**config.mk**
```make
export PLATFORM = sky130hd
export DESIGN_NAME = sync_pulse_ratio_tracker
export DESIGN_NICKNAME = d
export VERILOG_FILES = /design/src/rtl/sync_pulse_ratio_tracker_pkg.sv /design/src/rtl/sync_pulse_edge_det.sv /design/src/rtl/sync_pulse_ratio_tracker.sv
export SDC_FILE = /design/constraint.sdc
export NUM_CORES = 1
export LEC_CHECK = 0
export ABC_CLOCK_PERIOD_IN_PS = 9250
export CAP_MARGIN = 20
export CORE_UTILIZATION = 28
export DETAILED_ROUTE_END_ITERATION = 10
export PLACE_DENSITY = 0.46
export SETUP_SLACK_MARGIN = 0.4
export SYNTH_ARGS = -nofsm -noshare
export SYNTH_HDL_FRONTEND = slang
export SYNTH_SLANG_ARGS = --single-unit
```
**constraint.sdc**
```tcl
create_clock -name rclk -period 9.25 [get_ports rclk]
set_clock_uncertainty 0.2 [all_clocks]
set_input_delay 1.3875 -clock rclk [delete_from_list [all_inputs] [get_ports rclk]]
set_output_delay 1.3875 -clock rclk [all_outputs]
set_load 0.005 [all_outputs]
```
**src/rtl/sync_pulse_ratio_tracker_pkg.sv**
```systemverilog
// Shared definitions for the pulse ratio tracker: state encoding and default sizing.
// The cluster header and the bench reuse these defaults.
package sync_pulse_ratio_tracker_pkg;

    typedef enum logic [1:0] {
        ACQ    = 2'd0,
        MEAS   = 2'd1,
        LOCKED = 2'd2
    } state_e;

    localparam int unsigned DEF_CNT_W    = 8;
    localparam int unsigned DEF_LOCK_CNT = 3;
    localparam int unsigned DEF_LEAD     = 1;

    // Bits needed to hold values 0..n, never less than one.
    function automatic int unsigned count_width(input int unsigned n);
        return ($clog2(n + 1) < 1) ? 1 : $clog2(n + 1);
    endfunction

endpackage

```
**src/rtl/sync_pulse_edge_det.sv**
```systemverilog
// Rising-edge detector on the synchronized pulse; the history flop resets high
// so a level already high at reset release is not mistaken for an edge.
module sync_pulse_edge_det (
    input  logic rclk,
    input  logic reset,
    input  logic enable,
    input  logic sync_in,
    output logic rise_c,
    output logic edge_pulse
);

    logic sync_d;

    assign rise_c = sync_in & ~sync_d;

    always_ff @(posedge rclk) begin
        if (reset) begin
            sync_d     <= 1'b1;
            edge_pulse <= 1'b0;
        end else begin
            sync_d     <= sync_in;
            edge_pulse <= rise_c & enable;
        end
    end

endmodule

```
**src/rtl/sync_pulse_ratio_tracker.sv**
```systemverilog
// Measures the edge-to-edge period of the synchronized pulse, locks after a run of
// equal periods, then predicts each upcoming edge LEAD cycles ahead and flags slips.
module sync_pulse_ratio_tracker
    import sync_pulse_ratio_tracker_pkg::*;
#(
    parameter int unsigned CNT_W    = DEF_CNT_W,
    parameter int unsigned LOCK_CNT = DEF_LOCK_CNT,
    parameter int unsigned LEAD     = DEF_LEAD
) (
    input  logic             rclk,
    input  logic             reset,
    input  logic             enable,
    input  logic             sync_in,
    output logic             edge_pulse,
    output logic             pred_pulse,
    output logic             locked,
    output logic [CNT_W-1:0] period,
    output logic             err_pulse
);

    localparam int unsigned      MATCH_W = count_width(LOCK_CNT);
    localparam logic [CNT_W-1:0] CNT_MAX = '1;
    localparam logic [CNT_W-1:0] CNT_ONE = CNT_W'(1);
    localparam logic [CNT_W-1:0] LEAD_V  = CNT_W'(LEAD);
    localparam logic [MATCH_W-1:0] LOCK_V    = MATCH_W'(LOCK_CNT);
    localparam logic [MATCH_W-1:0] MATCH_ONE = MATCH_W'(1);

    logic rise_c;

    state_e             state_q,  state_nxt;
    logic [CNT_W-1:0]   cnt_q,    cnt_nxt;
    logic [CNT_W-1:0]   last_p_q, last_p_nxt;
    logic [MATCH_W-1:0] match_q,  match_nxt;
    logic [MATCH_W-1:0] match_res;
    logic [CNT_W-1:0]   period_nxt;
    logic               err_nxt;
    logic               pred_nxt;

    sync_pulse_edge_det u_edge_det (
        .rclk       (rclk),
        .reset      (reset),
        .enable     (enable),
        .sync_in    (sync_in),
        .rise_c     (rise_c),
        .edge_pulse (edge_pulse)
    );

    always_ff @(posedge rclk) begin
        if (reset) begin
            state_q    <= ACQ;
            cnt_q      <= '0;
            last_p_q   <= '0;
            match_q    <= '0;
            period     <= '0;
            locked     <= 1'b0;
            pred_pulse <= 1'b0;
            err_pulse  <= 1'b0;
        end else begin
            state_q    <= state_nxt;
            cnt_q      <= cnt_nxt;
            last_p_q   <= last_p_nxt;
            match_q    <= match_nxt;
            period     <= period_nxt;
            locked     <= (state_nxt == LOCKED);
            pred_pulse <= pred_nxt;
            err_pulse  <= err_nxt;
        end
    end

    always_comb begin
        state_nxt  = state_q;
        last_p_nxt = last_p_q;
        match_nxt  = match_q;
        match_res  = '0;
        err_nxt    = 1'b0;
        // cnt holds cycles since the last rise, so at a rise it equals the period
        if (rise_c) begin
            cnt_nxt = CNT_ONE;
        end else if (cnt_q == CNT_MAX) begin
            cnt_nxt = cnt_q;
        end else begin
            cnt_nxt = cnt_q + CNT_ONE;
        end

        if (!enable) begin
            state_nxt  = ACQ;
            cnt_nxt    = '0;
            last_p_nxt = '0;
            match_nxt  = '0;
        end else begin
            case (state_q)
                ACQ: begin
                    if (rise_c) begin
                        state_nxt = MEAS;
                        match_nxt = '0;
                    end
                end
                MEAS: begin
                    if (rise_c) begin
                        if ((match_q == '0) || (cnt_q != last_p_q)) begin
                            match_res = MATCH_ONE;
                        end else begin
                            match_res = match_q + MATCH_ONE;
                        end
                        last_p_nxt = cnt_q;
                        // periods this short leave no room for the predictive lead
                        if (cnt_q <= LEAD_V) begin
                            match_nxt = MATCH_ONE;
                        end else begin
                            match_nxt = match_res;
                            if (match_res == LOCK_V) begin
                                state_nxt = LOCKED;
                            end
                        end
                    end else if (cnt_q == CNT_MAX) begin
                        state_nxt = ACQ;
                    end
                end
                LOCKED: begin
                    if (rise_c) begin
                        if (cnt_q != period) begin
                            err_nxt    = 1'b1;
                            state_nxt  = MEAS;
                            last_p_nxt = '0;
                            match_nxt  = '0;
                        end
                    end else if (cnt_q == period) begin
                        err_nxt   = 1'b1;
                        state_nxt = ACQ;
                    end
                end
                default: begin
                    state_nxt = ACQ;
                end
            endcase
        end

        if (state_nxt != LOCKED) begin
            period_nxt = '0;
        end else if (state_q != LOCKED) begin
            period_nxt = cnt_q;
        end else begin
            period_nxt = period;
        end

        pred_nxt = (state_nxt == LOCKED) && (cnt_nxt == (period_nxt - LEAD_V));
    end

endmodule
```
## After elaboration in Yosys (flattened, before gate mapping)

Cells that the tools add are included.

| word-level totals | value |
|---|---|
| logic and storage cells | 76 |
| register bits | 33 |

| operators by class | value |
|---|---|
| $add $sub $neg | 3 |
| order comparisons | 1 |
| reductions and logical operators | 10 |
| eq/ne operators | 15 |
| mux-type cells | 32 |
| bitwise gates (word level) | 5 |

Operators by type and width:

| cell | number |
|---|---|
| 8-bit 2-to-1 mux | 8 |
| 2-bit 2-to-1 mux | 18 |
| 8-bit == test | 2 |
| 8-bit inequality test | 2 |
| 8-bit one-hot mux with 2 select lines | 1 |
| 2-bit one-hot mux with 3 select lines | 2 |
| 8-bit by 1-bit adder with 8-bit output, second input constant | 1 |
| 8-bit == test, second input constant | 1 |
| 8-bit by 1-bit less-or-equal comparator with 1-bit output, second input constant | 1 |
| 8-bit by 1-bit subtractor with 8-bit output, second input constant | 1 |
| 2-bit == test, second input constant | 3 |
| 2-bit by 1-bit inequality test with 1-bit output, second input constant | 3 |
| 2-bit inequality test, second input constant | 3 |
| 5-bit AND reduction | 1 |
| 2-bit logical NOT | 2 |
| 4-bit AND reduction | 1 |
| 1-bit 2-to-1 mux | 3 |
| 1-bit NOT | 3 |
| 3-bit nonzero test | 1 |
| 3-bit OR reduction | 1 |
| 2-bit by 1-bit adder with 2-bit output, second input constant | 1 |
| 1-bit bitwise AND | 2 |
| 2-bit by 1-bit == test with 1-bit output, second input constant | 1 |
| 2-bit nonzero test | 1 |
| other kinds (3) | 3 |

## Depth between registers and ports, before layout

| depth | value |
|---|---|
| word-level depth | 17 |
| depth in mapped cells | 19 |

## Cells and area by module

From an unflattened synthesis, not the netlist that was laid out.

| second synthesis, totals | value |
|---|---|
| cell total of the unflattened synthesis | 282 |
| area total of the unflattened synthesis | 2324.7 um^2 |

By module, submodules not included:

| module | cells an instance | area each (um^2) | sequential area each (um^2) | times used |
|---|---|---|---|---|
| sync_pulse_ratio_tracker | 277 | 2258.4 | 620.6 | 1 |
| sync_pulse_edge_det | 5 | 66.3 | 40.0 | 1 |

## Worst setup path before layout

No wires, ideal clock.

| timing path | value |
|---|---|
| path type | input-to-reg |
| start | in sync_in |
| end | reg pred_pulse |
| stages | 16 |
| data arrival time | 4.009 ns |
| slack | 4.981 ns |
| path buffers | 3 |
| cell sequence | nor2b_1 -> clkbuf_4 -> nor3_1 -> nor4b_2 -> or2_1 -> buf_4 -> nand2_1 -> ha_1 -> clkbuf_4 -> o31ai_1 -> o211ai_2 -> or4_1 -> nand4_1 -> and3_1 -> o221a_1 -> o2111a_1 |

| on the way | value |
|---|---|
| cells in the longest elaborated chain, start to end | 9 |
| elaborated cells on any way between the ends | 14 |
| those cells by class | add/sub: 1; eq/ne: 3; mux: 8; bitwise: 1; reduce/logical: 1 |

RTL lines:

| what | line | RTL |
|---|---|---|
| from (decl) | sync_pulse_ratio_tracker.sv:13 | `input logic sync_in,` |
| 1-bit bitwise AND * | sync_pulse_edge_det.sv:14 | `assign rise_c = sync_in & ~sync_d;` |
| 2-bit 2-to-1 mux, on equally long branches | sync_pulse_ratio_tracker.sv:120, sync_pulse_ratio_tracker.sv:93, sync_pulse_ratio_tracker.sv:99 |  |
| 2-bit one-hot mux with 3 select lines | sync_pulse_ratio_tracker.sv:91 | `case (state_q)` |
| 2-bit 2-to-1 mux | sync_pulse_ratio_tracker.sv:85 | `if (!enable) begin` |
| 2-bit inequality test | sync_pulse_ratio_tracker.sv:138 | `if (state_nxt != LOCKED) begin` |
| 8-bit 2-to-1 mux | sync_pulse_ratio_tracker.sv:138 |  |
| 8-bit by 1-bit subtractor with 8-bit output | sync_pulse_ratio_tracker.sv:146 | `pred_nxt = (state_nxt == LOCKED) && (cnt_nxt == (period_nxt - LEAD_V));` |
| 8-bit == test | sync_pulse_ratio_tracker.sv:146 |  |
| 1-bit logical AND * | sync_pulse_ratio_tracker.sv:146 |  |
| to (signal assigned) | sync_pulse_ratio_tracker.sv:65 | `pred_pulse <= pred_nxt;` |
| to (decl) | sync_pulse_ratio_tracker.sv:15 | `output logic pred_pulse,` |

Every way passes the cells marked *; elsewhere a longest branch is shown, timed or not.
A chain may end at the register's enable or synchronous reset.

## Worst setup path after layout

Ends and elaborated chain as after synthesis.

==> summary.md <==
| Metric | Value |
|---|---|
| Core area | approximately 0.0074 sq mm |
| Final net count | between 200 and 300 |
| Mapped Area | 0.00219 sq mm |
| Clk sink count | 33 |
| Max Fanout on Critical Path | 12 |
| Pin count of the biggest net entering global routing | 16 |
| Element type at the critical path end | register |
| CP Class | primary input to register |
| LEAKAGE | 0.927 nW |
| Seq/Total Area, Yosys | 0.302 |
| F_max | 179 MHz |
| Mean Syn Cell Area | 8.36 sq um |
| P_sw | 70.3 uW |
| Status | finished clean |
| Number of setup violations in the final report | 0 |
| Reg power frac | 0.470 |
| Chip height | about 90 microns |
| Slew Viols, Final | 0 |
| DIE WIDTH | 90.4 microns |
| Rel. slew slack | 0.560 |
| Switch share | 0.229 |
| Number of global-route vias before repair | 1,843 |
| Clock share of power | 0.473 |
| Final hold violations | 0 |
| Max H-tree Level | 2 |
| Crit path arrival time | 5600 ps |
| DIE AREA | between 0.008 and 0.009 sq mm |
| Most common cell after layout, fill and taps aside | nor2_1 |
| Initial core utilization | 0.296 |
| Top_reg_cell synth | dfxtp_1 |
| Worst hold slack | slightly below 300 ps |
| RSZ-0062 raised after global routing | false |
| Port-buffer cells | 15 |
| Gp weighted congestion | approximately 0.84 |
| Commonest cells after routing, fill and taps aside | nor2_1 (37), dfxtp_1 (33), nand2_1 (18) |
| Yosys reg bits | 33 |
| Setup ws final | between 3000 and 4000 ps |
| Bufs on Longest Clock Path | 2 |
| Worst skew pair latency | about 280 ps |
| Ant diodes | 0 |
| Total track usage | 0.154 |
| Maxcap violations | 0 |
| Asr flop ratio synth | 0 |
| CTS tree | built |
| Initial antenna violation count | 0 |
| Cell internal pwr | between 200 and 250 uW |
| Worst EP required | approximately 9300 ps |
| Setup repair bufs after CTS | 0 |
| Via count | ~1.8k |
| Drt pass-1 iters | 4 |
| DRT antenna net count | 0 |
| Initial DRC Count | roughly 130 |
| Total Power | 307 uW |
| Synth warnings | 0 |
| Post-CTS sizing | 0 |
| Layout cells sized above 1 | 0.0855 |
| Hold Path Class | register to register |
| Syn Inst Count | 262 |
| Post-Place Setup Slack | 3470 ps |
| Per-cell routed wire length | 16.1 microns |
| First-pass GRT wire length | around 9.9 mm |
| Post-synth EDFFs | 0 |
| Dpl hpwl | roughly 4.3 mm |
| Clock root buffer master | clkbuf_8 |
| DRT Wirelength | roughly 6 mm |
| Comb power frac | 0.058 |
| Yosys cell types | 56 |
| Pwr dens | approximately 120 mW/mm^2 |
| Slack of the worst reg-to-reg path | 4990 ps |
| Post-CTS Hold Fix Bufs | 0 |
| Via density | approximately 5 |
| Layout area overhead | 12.5% |
| Grt total ovfl | 0 |
| Io pins | 16 |
| Minimum clock period | about 5600 ps |
| Period utilisation layout | 0.603 |
| Peak supply drop | roughly 0.047 mV |
| Setup TNS | 0 ps |
| Std-Cell Rows | 31 |
| Worst setup SP type | primary input |
| Worst-Margin Slew | approximately 660 ps |
| Clock-pin slew on the worst setup and hold paths | about 80 ps |
| Syn Nets | 271 |
| TritonCTS buffer count | 5 |
| DRC errors left | 0 |
## cell usage after synthesis (2+ instances only)
library cell / n / area (sq um)
o211ai_1: 4 / 30.0
mux2_2: 3 / 33.8
buf_2: 2 / 10.0
and4b_1: 2 / 20.0
a22oi_1: 13 / 97.6
xnor2_1: 13 / 114
a21oi_1: 3 / 15.0
o21ai_0: 10 / 50.1
nand3_1: 9 / 45.0
and2_1: 2 / 12.5
nand3b_1: 3 / 22.5
clkbuf_1: 4 / 15.0
nor2b_1: 8 / 50.1
and3_1: 3 / 18.8
buf_4: 3 / 22.5
nand2b_1: 4 / 25.0
ha_1: 5 / 62.6
nor2_1: 37 / 139
a31oi_1: 2 / 12.5
nand4_1: 5 / 31.3
mux2i_1: 7 / 70.1
buf_6: 4 / 45.0
nor3_1: 9 / 45.0
nand2_1: 18 / 67.6
clkbuf_4: 3 / 22.5
xor2_1: 14 / 123
inv_1: 8 / 30.0
or2_2: 3 / 18.8
dfxtp_1: 33 / 661
o2111ai_1: 2 / 17.5
## state kept, by name (all words and copies together) (netlist names), 2 cells and up
name / cells
cnt_q: 8
last_p_q: 8
match_q: 2
period: 8
state_q: 2
## per-stage QoR
step / utilization / cells / area (sq um)
final: 0.332 / 368 / 2460
after floorplan: - / 262 / 2190
after CTS: 0.332 / 368 / 2460
after global routing: 0.332 / 368 / 2460
after global placement: 0.316 / 360 / 2340
after detailed placement: 0.316 / 360 / 2340
## area by class of cell
class | count | area, sq um
clock inverters | 2 | 37.5
well taps | 99 | 124
multi-input cells | 204 | 1370
inverters | 8 | 30.0
fillers | 785 | 4950
repair buffers | 16 | 158
clock buffers | 6 | 82.6
flip-flops and latches | 33 | 661
## metal layers
metal  share of wire  track usage  wire length, microns
met1            0.50        0.218                  2950
met2            0.45        0.237                  2670
met3           0.038       0.0278                   227
met4           0.012       0.0444                    70
met5               0            0                     0
## final timing paths
| kind | start | end | cells after the start |
|---|---|---|---|
| max | sync_in | pred_pulse | 15 |
| min | match_q[1] | match_q[1] | 2 |
| max reg2reg | u_edge_det.sync_d | pred_pulse | 14 |
| min reg2reg | match_q[1] | match_q[1] | 2 |
## power groups by stage
stage | registers (mW) | logic [mW] | clock network (mW)
floorplan | 0.147 | 0.0127 | 0
global placement | 0.148 | 0.0179 | 0
detailed placement | 0.148 | 0.0176 | 0
CTS | 0.144 | 0.0177 | 0.151
global route | 0.144 | 0.0196 | 0.158
finish | 0.144 | 0.0177 | 0.145
## kinds of logic (layout without fill, tap and decap cells)
family | after synthesis | in the layout | synth area share
compound gates | 46 | 46 | 0.155
xor+xnor | 27 | 27 | 0.108
fa+ha+maj | 5 | 5 | 0.0286
buf+inv | 25 | 32 | 0.0726
flops | 33 | 33 | 0.302
mux | 11 | 11 | 0.0537
simple gates | 115 | 115 | 0.281
## critical path: stages
cell	delay, ps
clkdlybuf4s50_1	480
nor2b_1	550
and2_1	520
nand2_1	90
and4b_1	340
or2_1	330
nand2_1	100
ha_1	330
o31ai_1	140
o211ai_2	210
or4_1	510
nand4_1	100
and3_1	160
o221a_1	190
o2111a_1	160
Power figures use the tool's default switching activity.
